### config.mk
export PLATFORM = sky130hd
export DESIGN_NAME = sensor_gpio_ctrl
export DESIGN_NICKNAME = d
export VERILOG_FILES = /design/src/rtl/sensor_gpio_pkg.sv /design/src/rtl/gpio_debounce_ch.sv /design/src/rtl/sensor_gpio_ctrl.sv
export SDC_FILE = /design/constraint.sdc
export NUM_CORES = 1
export LEC_CHECK = 0
export ABC_AREA = 1
export ABC_CLOCK_PERIOD_IN_PS = 3500
export BUFFER_PORTS_ARGS = -buffer_cell sky130_fd_sc_hd__buf_4
export CAP_MARGIN = 10
export CORE_ASPECT_RATIO = 1.5
export CORE_MARGIN = 8
export CORE_UTILIZATION = 51
export DETAILED_ROUTE_END_ITERATION = 10
export GPL_TIMING_DRIVEN = 0
export PLACE_DENSITY = 0.73
export SLEW_MARGIN = 20
export SYNTH_ARGS = -nofsm -noshare
export SYNTH_HDL_FRONTEND = slang
export SYNTH_SLANG_ARGS = --single-unit
### constraint.sdc
create_clock -name clk -period 3.5 [get_ports clk]
set_input_delay 0.7 -clock clk [delete_from_list [all_inputs] [get_ports clk]]
set_output_delay 0.7 -clock clk [all_outputs]
set_load 0.005 [all_outputs]
### src/rtl/sensor_gpio_pkg.sv
`default_nettype none
// +-----------------------------------------------------------------------+
// | sensor_gpio_pkg                                                       |
// | Shared defaults, per-channel config record and status update helper.  |
// | Revision: 1.0                                                         |
// +-----------------------------------------------------------------------+
package sensor_gpio_pkg;

    localparam int N_CH_DEFAULT = 6;
    localparam int DB_W_DEFAULT = 16;

    typedef struct packed {
        logic dir;
        logic out;
        logic rise_en;
        logic fall_en;
    } gpio_ch_cfg_t;

    // A new edge outranks a clear arriving in the same cycle.
    function automatic logic irq_next(
        input logic         status,
        input logic         clr,
        input logic         rise,
        input logic         fall,
        input gpio_ch_cfg_t cfg
    );
        return (status & ~clr) | (rise & cfg.rise_en) | (fall & cfg.fall_en);
    endfunction

endpackage
`default_nettype wire

### src/rtl/gpio_debounce_ch.sv
`default_nettype none
// +-----------------------------------------------------------------------+
// | gpio_debounce_ch                                                      |
// | One channel: 2-flop synchroniser, debounce counter, rise/fall pulses. |
// | Revision: 1.0                                                         |
// +-----------------------------------------------------------------------+
module gpio_debounce_ch #(
    parameter int DB_W = 16
) (
    input  logic            clk,
    input  logic            rst,
    input  logic            i_pin,
    input  logic [DB_W-1:0] i_cfg_db,
    output logic            o_pin_state,
    output logic            o_rise,
    output logic            o_fall
);

    logic            r_sync1;
    logic            r_sync2;
    logic [DB_W-1:0] r_cnt;
    logic            r_pin_state;
    logic            r_pin_prev;
    logic [DB_W-1:0] w_db_last;
    logic            w_differ;

    assign w_db_last = i_cfg_db - DB_W'(1);
    assign w_differ  = r_sync2 != r_pin_state;

    // r_cnt stays below cfg_db-1 before incrementing, so it cannot wrap.
    always_ff @(posedge clk) begin
        if (rst) begin
            r_sync1     <= 1'b0;
            r_sync2     <= 1'b0;
            r_cnt       <= '0;
            r_pin_state <= 1'b0;
            r_pin_prev  <= 1'b0;
        end else begin
            r_sync1    <= i_pin;
            r_sync2    <= r_sync1;
            r_pin_prev <= r_pin_state;
            if (!w_differ) begin
                r_cnt <= '0;
            end else if (i_cfg_db == '0) begin
                r_pin_state <= r_sync2;
                r_cnt       <= '0;
            end else if (r_cnt >= w_db_last) begin
                r_pin_state <= r_sync2;
                r_cnt       <= '0;
            end else begin
                r_cnt <= r_cnt + DB_W'(1);
            end
        end
    end

    assign o_pin_state = r_pin_state;
    assign o_rise      = r_pin_state & ~r_pin_prev;
    assign o_fall      = ~r_pin_state & r_pin_prev;

endmodule
`default_nettype wire

### src/rtl/sensor_gpio_ctrl.sv
`default_nettype none
// +-----------------------------------------------------------------------+
// | sensor_gpio_ctrl                                                      |
// | N-channel tristate GPIO with debounce and sticky edge interrupts.     |
// | Revision: 1.0                                                         |
// +-----------------------------------------------------------------------+
module sensor_gpio_ctrl
    import sensor_gpio_pkg::*;
#(
    parameter int N_CH = N_CH_DEFAULT,
    parameter int DB_W = DB_W_DEFAULT
) (
    input  logic            clk,
    input  logic            rst,
    input  logic [N_CH-1:0] gpio_i,
    output logic [N_CH-1:0] gpio_o,
    output logic [N_CH-1:0] gpio_t,
    input  logic [N_CH-1:0] cfg_dir,
    input  logic [N_CH-1:0] cfg_out,
    input  logic [DB_W-1:0] cfg_db,
    input  logic [N_CH-1:0] cfg_rise_en,
    input  logic [N_CH-1:0] cfg_fall_en,
    input  logic [N_CH-1:0] irq_clr,
    output logic [N_CH-1:0] pin_state,
    output logic [N_CH-1:0] irq_status,
    output logic            irq
);

    gpio_ch_cfg_t    w_cfg [N_CH];
    logic [N_CH-1:0] w_rise;
    logic [N_CH-1:0] w_fall;
    logic [N_CH-1:0] w_pin_state;
    logic [N_CH-1:0] w_t_next;
    logic [N_CH-1:0] w_o_next;
    logic [N_CH-1:0] w_irq_next;

    logic [N_CH-1:0] r_gpio_t;
    logic [N_CH-1:0] r_gpio_o;
    logic [N_CH-1:0] r_irq_status;

    genvar g;
    generate
        for (g = 0; g < N_CH; g++) begin : g_ch
            assign w_cfg[g] = '{
                dir:     cfg_dir[g],
                out:     cfg_out[g],
                rise_en: cfg_rise_en[g],
                fall_en: cfg_fall_en[g]
            };

            gpio_debounce_ch #(
                .DB_W(DB_W)
            ) u_db (
                .clk         (clk),
                .rst         (rst),
                .i_pin       (gpio_i[g]),
                .i_cfg_db    (cfg_db),
                .o_pin_state (w_pin_state[g]),
                .o_rise      (w_rise[g]),
                .o_fall      (w_fall[g])
            );

            assign w_t_next[g]   = ~w_cfg[g].dir;
            assign w_o_next[g]   = w_cfg[g].out;
            assign w_irq_next[g] = irq_next(r_irq_status[g], irq_clr[g],
                                            w_rise[g], w_fall[g], w_cfg[g]);
        end
    endgenerate

    // All pins come out of reset as inputs so nothing drives the header.
    always_ff @(posedge clk) begin
        if (rst) begin
            r_gpio_t     <= '1;
            r_gpio_o     <= '0;
            r_irq_status <= '0;
        end else begin
            r_gpio_t     <= w_t_next;
            r_gpio_o     <= w_o_next;
            r_irq_status <= w_irq_next;
        end
    end

    assign gpio_t     = r_gpio_t;
    assign gpio_o     = r_gpio_o;
    assign pin_state  = w_pin_state;
    assign irq_status = r_irq_status;
    assign irq        = |r_irq_status;

endmodule
`default_nettype wire

==> results of run 1 <==
worst reg2reg max path, cell delays in order, from the launching register on:
cell and delay [ns]:
dfxtp_1 0.38, inv_1 0.06, ha_1 0.26, inv_1 0.06, nand2_1 0.04, nand2_1 0.05, nand2_1 0.05, nand2_1 0.05
nand2_1 0.05, nand2_1 0.05, nand2_1 0.04, a21boi_0 0.28, nor2_2 0.09, nor2_2 0.21, nand4_4 0.20, clkbuf_16 0.22
nor2_2 0.07
state kept, by name, summed over array words and instances (netlist names):
register and flops:
g_ch.u_db.r_sync2 6, g_ch.u_db.r_cnt 96, g_ch.u_db.r_pin_prev 6, g_ch.u_db.o_pin_state 6, g_ch.u_db.r_sync1 6, gpio_o 6, gpio_t 6, irq_status 6
where the power goes:
group / internal (mW) / total [mW] / switching, mW
Clock: 1.25 / 1.94 / 0.692
Combinational: 0.126 / 0.288 / 0.161
Sequential: 1.59 / 1.59 / 0.00703
Total: 2.96 / 3.82 / 0.860
cells in the final DEF, fill, tap and decap left out, types with 5 or more instances in the layout:
cell / count
a21oi_1: 33
nor3_1: 14
a21o_1: 6
xor2_1: 61
nand4_1: 21
nor2_2: 39
inv_2: 5
nand2_4: 5
nand2_2: 9
nand2_1: 173
nor2_4: 6
buf_6: 7
o21ai_0: 6
ha_1: 93
dfxtp_1: 138
nor2_1: 153
inv_1: 165
clkbuf_16: 19
a21boi_0: 6
nand3_1: 69
xnor2_1: 32
buf_4: 95
logic make-up (layout without fill, tap and decap cells):
family,count (synthesis),after routing,synth area share [%]
adder cells (fa/ha/maj),97,97,14.63
buffers and inverters,190,315,9.501
AND/OR/NAND/NOR,507,507,27.97
AO/OA/AOI/OAI,60,60,4.253
flip-flops,138,138,33.30
XOR/XNOR,98,98,10.35
through the flow:
stage / hold WS, ns / power, mW / instances
after global routing: 0.4199 / 3.939 / 1421
after detailed placement: 0.3943 / 1.892 / 1374
after global placement: 0.3885 / 1.882 / 1374
after CTS: 0.3976 / 3.827 / 1407
after floorplan: 0.3883 / 1.778 / 1090
final: 0.3975 / 3.818 / 1421
path summary, 6_finish.rpt:
path	startpoint	depth (start not counted)	endpoint
hold / removal	g_ch[2].u_db.r_sync1	2	g_ch[2].u_db.r_sync2
setup reg to reg	g_ch[0].u_db.r_cnt[0]	16	g_ch[0].u_db.r_cnt[11]
setup / recovery	cfg_db[2]	22	g_ch[3].u_db.r_cnt[5]
hold reg to reg	g_ch[2].u_db.r_sync1	2	g_ch[2].u_db.r_sync2
metal layers:
| layer | global-route usage, % | vias up | share of wire [%] |
|---|---|---|---|
| li1 | - | 3647 | - |
| met1 | 20.27 | 3076 | 43 |
| met2 | 32.94 | 136 | 50 |
| met3 | 4.869 | 29 | 5.0 |
| met4 | 6.434 | 0 | 1.8 |
| met5 | 0 | - | 0 |
area by class of cell:
type | instances | area, sq um | share of cell area [%]
Multi-Input combinational cell | 762 | 4962 | 48.73
Sequential cell | 138 | 2763 | 27.13
Timing Repair Buffer | 94 | 752.0 | 7.385
Inverter | 173 | 653.1 | 6.414
Clock buffer | 20 | 466.7 | 4.583
Tap cell | 206 | 257.7 | 2.531
Clock inverter | 11 | 167.7 | 1.647
Buffer | 17 | 160.2 | 1.573
repair_timing:
action | 4_1_cts | 5_1_grt
resized for setup | 10 | 36
pin swaps | 2 | 13
setup buffers | 2 | 12
setup endpoints to repair | 102 | 101
hold endpoints to repair | 0 | 0
gates cloned | 0 | 2
==> results_dict.tcl, run 1 <==
set metrics [dict create \
    status "finished clean" \
    synthTopCellsByArea "dfxtp_1 (33%), ha_1 (15%), nand2_1 (8.0%)" \
    clockBufferDepth 2 \
    crit_chain "buf_4 > nor2_4 > nand2_2 > nor3_4 > nand2_2 > nor3_4 > nand3_2 > nor2_4 > nand3b_1 > xor2_4 > buf_6 > ha_4 > nand2_2 > inv_2 > nand3_2 > nor2_2 > nand4_1 > nor2_2 > nor2_4 > nand4_4 > clkbuf_16 > nor2_2" \
    setup_tns_ns 0 \
    drive_gt1_share_pct 18.60 \
    routed_via_density 4.847 \
    maxCapViolations 0 \
    yosysTopAreaCell "dfxtp_1" \
    synth-edff-count 0 \
    wl_per_cell_um 13.09 \
    syn_inst 1090 \
    worstMarginPinSlew_ns 0.8049 \
    die_y_um 172.2 \
    synth_most_common_cell "nand2_1" \
    initial_core_util_pct 51.70 \
    finalCritPeriodShare_pct 96.12 \
    reg2reg_slack_ns 1.27 \
    peakVddDrop_v 0.0003161 \
    ys_warn_count 0 \
    antenna_found_initial 0 \
    path_buf_inv 4 \
    ys_types 34 \
    synthArstFlopShare_pct 0 \
    synth_commonest_cells "nand2_1 (176), inv_1 (167), nor2_1 (161)" \
    nets 1354 \
    antennaDiodeCount 0 \
    dpl_worst_slack_ns -1.102 \
    ys_seq_area_share_pct 33.30 \
    path_class "input port to flop" \
    dieArea_sq_um 20690 \
    setup_violations 0 \
    final_core_util_pct 63.45 \
    drt_drc_violations_left 0 \
    period_minus_slack_ns 3.364 \
    grt_first_pass_wirelength_um 30820 \
    numPortBuffers 78 \
    ant_nets 0 \
    finalWorstSetupSlack_ns 0.1356 \
    boundaryPins 79 \
    synth-seq-cells 138 \
    leakage_nw 4.768 \
    root_buffer "clkbuf_16" \
    relSlewSlack_pct 45.95 \
    dp_hpwl_um 14130 \
    synth_top_area_share_pct 33.30 \
    cts_tree "done" \
    required_ns 3.81 \
    core_sq_um 16050 \
    start_kind "input port" \
    clkSinkCount 138 \
    placed_area_sq_um 9140 \
    p_per_area_nw_per_um2 375.0 \
    hp-class "flop to flop" \
    cp-end-kind "flop" \
    first_pass_iters 4 \
    h-tree-depth 4 \
    finalHoldViolCount 0 \
    critPathSlowestCell "ha_4" \
    avgSynthCellArea_sq_um 7.612 \
    numCtsBuffers 17 \
    grt-ovfl-total 0 \
    drt_iter0_markers 281 \
    place.gp.congestion 0.8339 \
    cp_data_arrival_time_ns 3.67 \
    critPathTopFamily "simple AND/OR/NAND/NOR gates" \
    fin_skew_ns 0.007358 \
    fin_area_sq_um 10180 \
    rows 57 \
    fmax_ghz 0.2972 \
    grt_pass1_vias 6700 \
    grtUsageTotal_pct 18.28 \
    cpPeakStageDelay_ns 0.27 \
    clk_latency_ns 0.42 \
    die_w_um 120.1 \
    dr_total_vias 6888 \
    fillers 1401 \
    finalWirelength_um 18600 \
    slew_viol_final 0 \
    path_max_fanout 8 \
    syn_nets 1241 \
    grt_max_degree 17 \
    area_growth_pct 22.73 \
    synthFlopType "dfxtp_1" \
    syn-cell-area_sq_um 8297 \
    path_clk_slew_ns 0.06 \
    cts_hold_buffers 0 \
]
No activity file was read; power rests on OpenSTA's default activity.
==> inputs of run 2 (changes only) <==
ABC_AREA = 0   (was 1)
==> run 2 against run 1 <==
Effect of this change: the run now ends with negative setup slack left; via count grew 0.23%; setup slack lost 0.67 ns; largest power group unchanged; clock skew grew 0.0033 ns; fmax shrank 17%; first-iteration DRC count grew 57%; highest routed layer unchanged; core utilization grew 7.7 points.
==> results_dict.tcl, run 2 <==
set metrics [dict create \
    syn_inst 841 \
    period_minus_slack_ns 4.034 \
    hp-class "input port to flop" \
    first_pass_iters 5 \
    wl_per_cell_um 19.32 \
    nets 1128 \
    rsz0062_at_grt "true" \
    path_max_fanout 6 \
    layout.area.seq_sq_um 2763 \
    finalCritPeriodShare_pct 115.3 \
    switching_share_pct 24.08 \
    cts_hold_buffers 0 \
    dieArea_sq_um 19410 \
    setup_violations 102 \
    ys_types 47 \
    core_sq_um 14930 \
    synth_most_common_cell "dfxtp_1" \
    start_kind "input port" \
    grt_max_degree 17 \
    holdPathEnd "gpio_t[2]" \
    clk_latency_ns 0.42 \
    r2r-start "g_ch[4].u_db.r_cnt[5]" \
    antenna_found_initial 0 \
    initial_core_util_pct 51.68 \
    synthTopCellsByArea "dfxtp_1 (36%), ha_1 (16%), xor2_1 (7.1%)" \
    cpMostUsedCell "buf_4" \
    ant_nets 0 \
    hp-start "cfg_dir[2]" \
    cp-end-kind "flop" \
    finalWirelength_um 22970 \
    fillers 1046 \
    cts_tree "done" \
    root_buffer "clkbuf_16" \
    largest_reg_flops 96 \
    critPathTopFamily "compound AO/OA/AOI/OAI gates" \
    finalWorstSetupSlack_ns -0.5345 \
    routed_via_density 5.807 \
    ys_warn_count 0 \
    rr_worst_depth 8 \
    violations "negative setup slack" \
    maxCapViolations 0 \
    clkSinkCount 138 \
    ys_seq_area_share_pct 35.80 \
    cp_data_arrival_time_ns 4.34 \
    final_common_cell "dfxtp_1" \
    status "complete, but fails checks" \
    fin_cells 1189 \
    dpl.cell_count 1117 \
    multi_input_area_sq_um 5679 \
    cpPeakStageDelay_ns 0.63 \
    place.gp.congestion 0.8519 \
    slew_viol_final 0 \
    fmax_ghz 0.2479 \
    worst_r2r_endpoint "g_ch[4].u_db.o_pin_state" \
    crit_chain "buf_8 > or3_4 > nor3_4 > buf_4 > xnor2_2 > ha_1 > a2111oi_0 > o21ai_0 > a221oi_2 > nor4_4 > buf_4 > nor3_1 > mux2_2" \
    path_buf_inv 3 \
    dpl_worst_slack_ns -1.727 \
    pwr-share-clk_pct 49.5 \
    seqPwrFrac_pct 41.5 \
    clockBufferDepth 2 \
    synthArstFlopShare_pct 0 \
    die_y_um 166.7 \
    critPathSlowestCell "a2111oi_0" \
    power.switching_mw 0.9249 \
    avgSynthCellArea_sq_um 9.176 \
    peakVddDrop_v 0.0003088 \
    syn_nets 992 \
    numCtsBuffers 17 \
    dr_total_vias 6904 \
    p_comb_share_pct 9.0 \
    dp_hpwl_um 13940 \
    path_class "input port to flop" \
    syn-cell-area_sq_um 7717 \
    internal_power_mw 2.916 \
    drt_iter0_markers 441 \
    area_growth_pct 37.63 \
    synth-seq-cells 138 \
    grt_pass1_vias 6807 \
    numPortBuffers 77 \
    synth-edff-count 0 \
    boundaryPins 79 \
    synthFlopType "dfxtp_1" \
    final_cell_mix "dfxtp_1 (138), buf_4 (104), ha_1 (81)" \
    relSlewSlack_pct 22.36 \
    rows 55 \
    grtUsageTotal_pct 22.07 \
    yosysTopAreaCell "dfxtp_1" \
    h-tree-depth 4 \
    reg2reg_slack_ns 0.54 \
    path_clk_slew_ns 0.06 \
    grt_first_pass_wirelength_um 33450 \
    finalHoldViolCount 0 \
    grt-ovfl-total 0 \
    fin_skew_ns 0.01063 \
    leakage_nw 4.207 \
    synth_top_area_share_pct 35.80 \
    synth_commonest_cells "dfxtp_1 (138), nor2_1 (123), ha_1 (97)" \
    regMostFlops "g_ch.u_db.r_cnt" \
    drt_drc_violations_left 0 \
    die_w_um 116.4 \
    drive_gt1_share_pct 30.51 \
    antennaDiodeCount 0 \
    worstMarginPinSlew_ns 1.156 \
    required_ns 3.81 \
    p_per_area_nw_per_um2 361.6 \
    whs_path_depth 2 \
]
-- run 2: cell count changes in the layout (fill, tap and decap cells not counted), moves of 14 or more --
cell / delta
a21oi_1: -31
and3_1: +20
buf_6: +14
inv_1: -147
nand2_1: -140
nand2b_1: +15
nand3_1: -34
nor2_1: -94
nor2_4: +27
nor2b_1: +30
-- run 2: per-stage QoR --
step / hold slack [ns] / total power, mW / TNS (ns) / area, sq um / util [%]
6_report: 0.4359 / 3.841 / -36.81 / 10620 / 71.13
5_1_grt: 0.4402 / 3.946 / -42.58 / 10620 / 71.13
4_1_cts: 0.4289 / 3.807 / -29.35 / 9973 / 66.79
3_5_place_dp: 0.4274 / 1.880 / -126.52 / 8692 / 58.21
3_3_place_gp: 0.4240 / 1.876 / -124.89 / 8692 / 58.21
2_1_floorplan: 0.4138 / 1.759 / -45.56 / 7865 / -
-- run 2: cells by family after synthesis --
group,synth area share [%]
flops,35.80
compound gates,9.177
mux,0.5836
fa+ha+maj,15.73
simple gates,23.44
xor+xnor,12.27
buf+inv,2.999
-- run 2: worst max-delay path by stage --
stage | start | endpoint | cells after the start
2_1_floorplan | cfg_db[6] | g_ch[1].u_db.r_cnt[10] | 13
3_3_place_gp | cfg_db[2] | g_ch[0].u_db.r_cnt[14] | 16
5_1_grt | cfg_db[9] | g_ch[5].u_db.r_cnt[6] | 14
3_5_place_dp | cfg_db[2] | g_ch[0].u_db.r_cnt[13] | 16
6_report | cfg_db[2] | g_ch[4].u_db.o_pin_state | 13
4_1_cts | cfg_db[3] | g_ch[2].u_db.r_cnt[14] | 15
-- run 2: routing by layer --
layer	routed length (um)	global-route usage [%]
met1	8562	23.17
met2	12140	39.63
met3	997	4.345
met5	0	0
met4	1272	12.01
-- run 2: power groups by stage --
stage | Combinational [mW] | Sequential, mW | Clock (mW)
2_1_floorplan | 0.131 | 1.63 | 0
3_3_place_gp | 0.248 | 1.63 | 0
3_5_place_dp | 0.252 | 1.63 | 0
4_1_cts | 0.298 | 1.59 | 1.92
5_1_grt | 0.367 | 1.60 | 1.98
6_report | 0.344 | 1.59 | 1.90
-- run 2: repair_timing --
action / CTS / global route
gates cloned: 4 / 1
setup endpoints to repair: 102 / 102
resized for setup: 71 / 131
pin swaps: 37 / 53
buffers inserted: 28 / 14
-- run 2: cell type report --
cell class              instances  area share (%)
multi-input cells             656           53.47
repair buffers                123           10.08
clock inverters                12           1.531
flip-flops and latches        138           26.01
plain buffers                  22           1.555
well taps                     199           2.344
clock buffers                  20           4.300
inverters                      19          0.7068
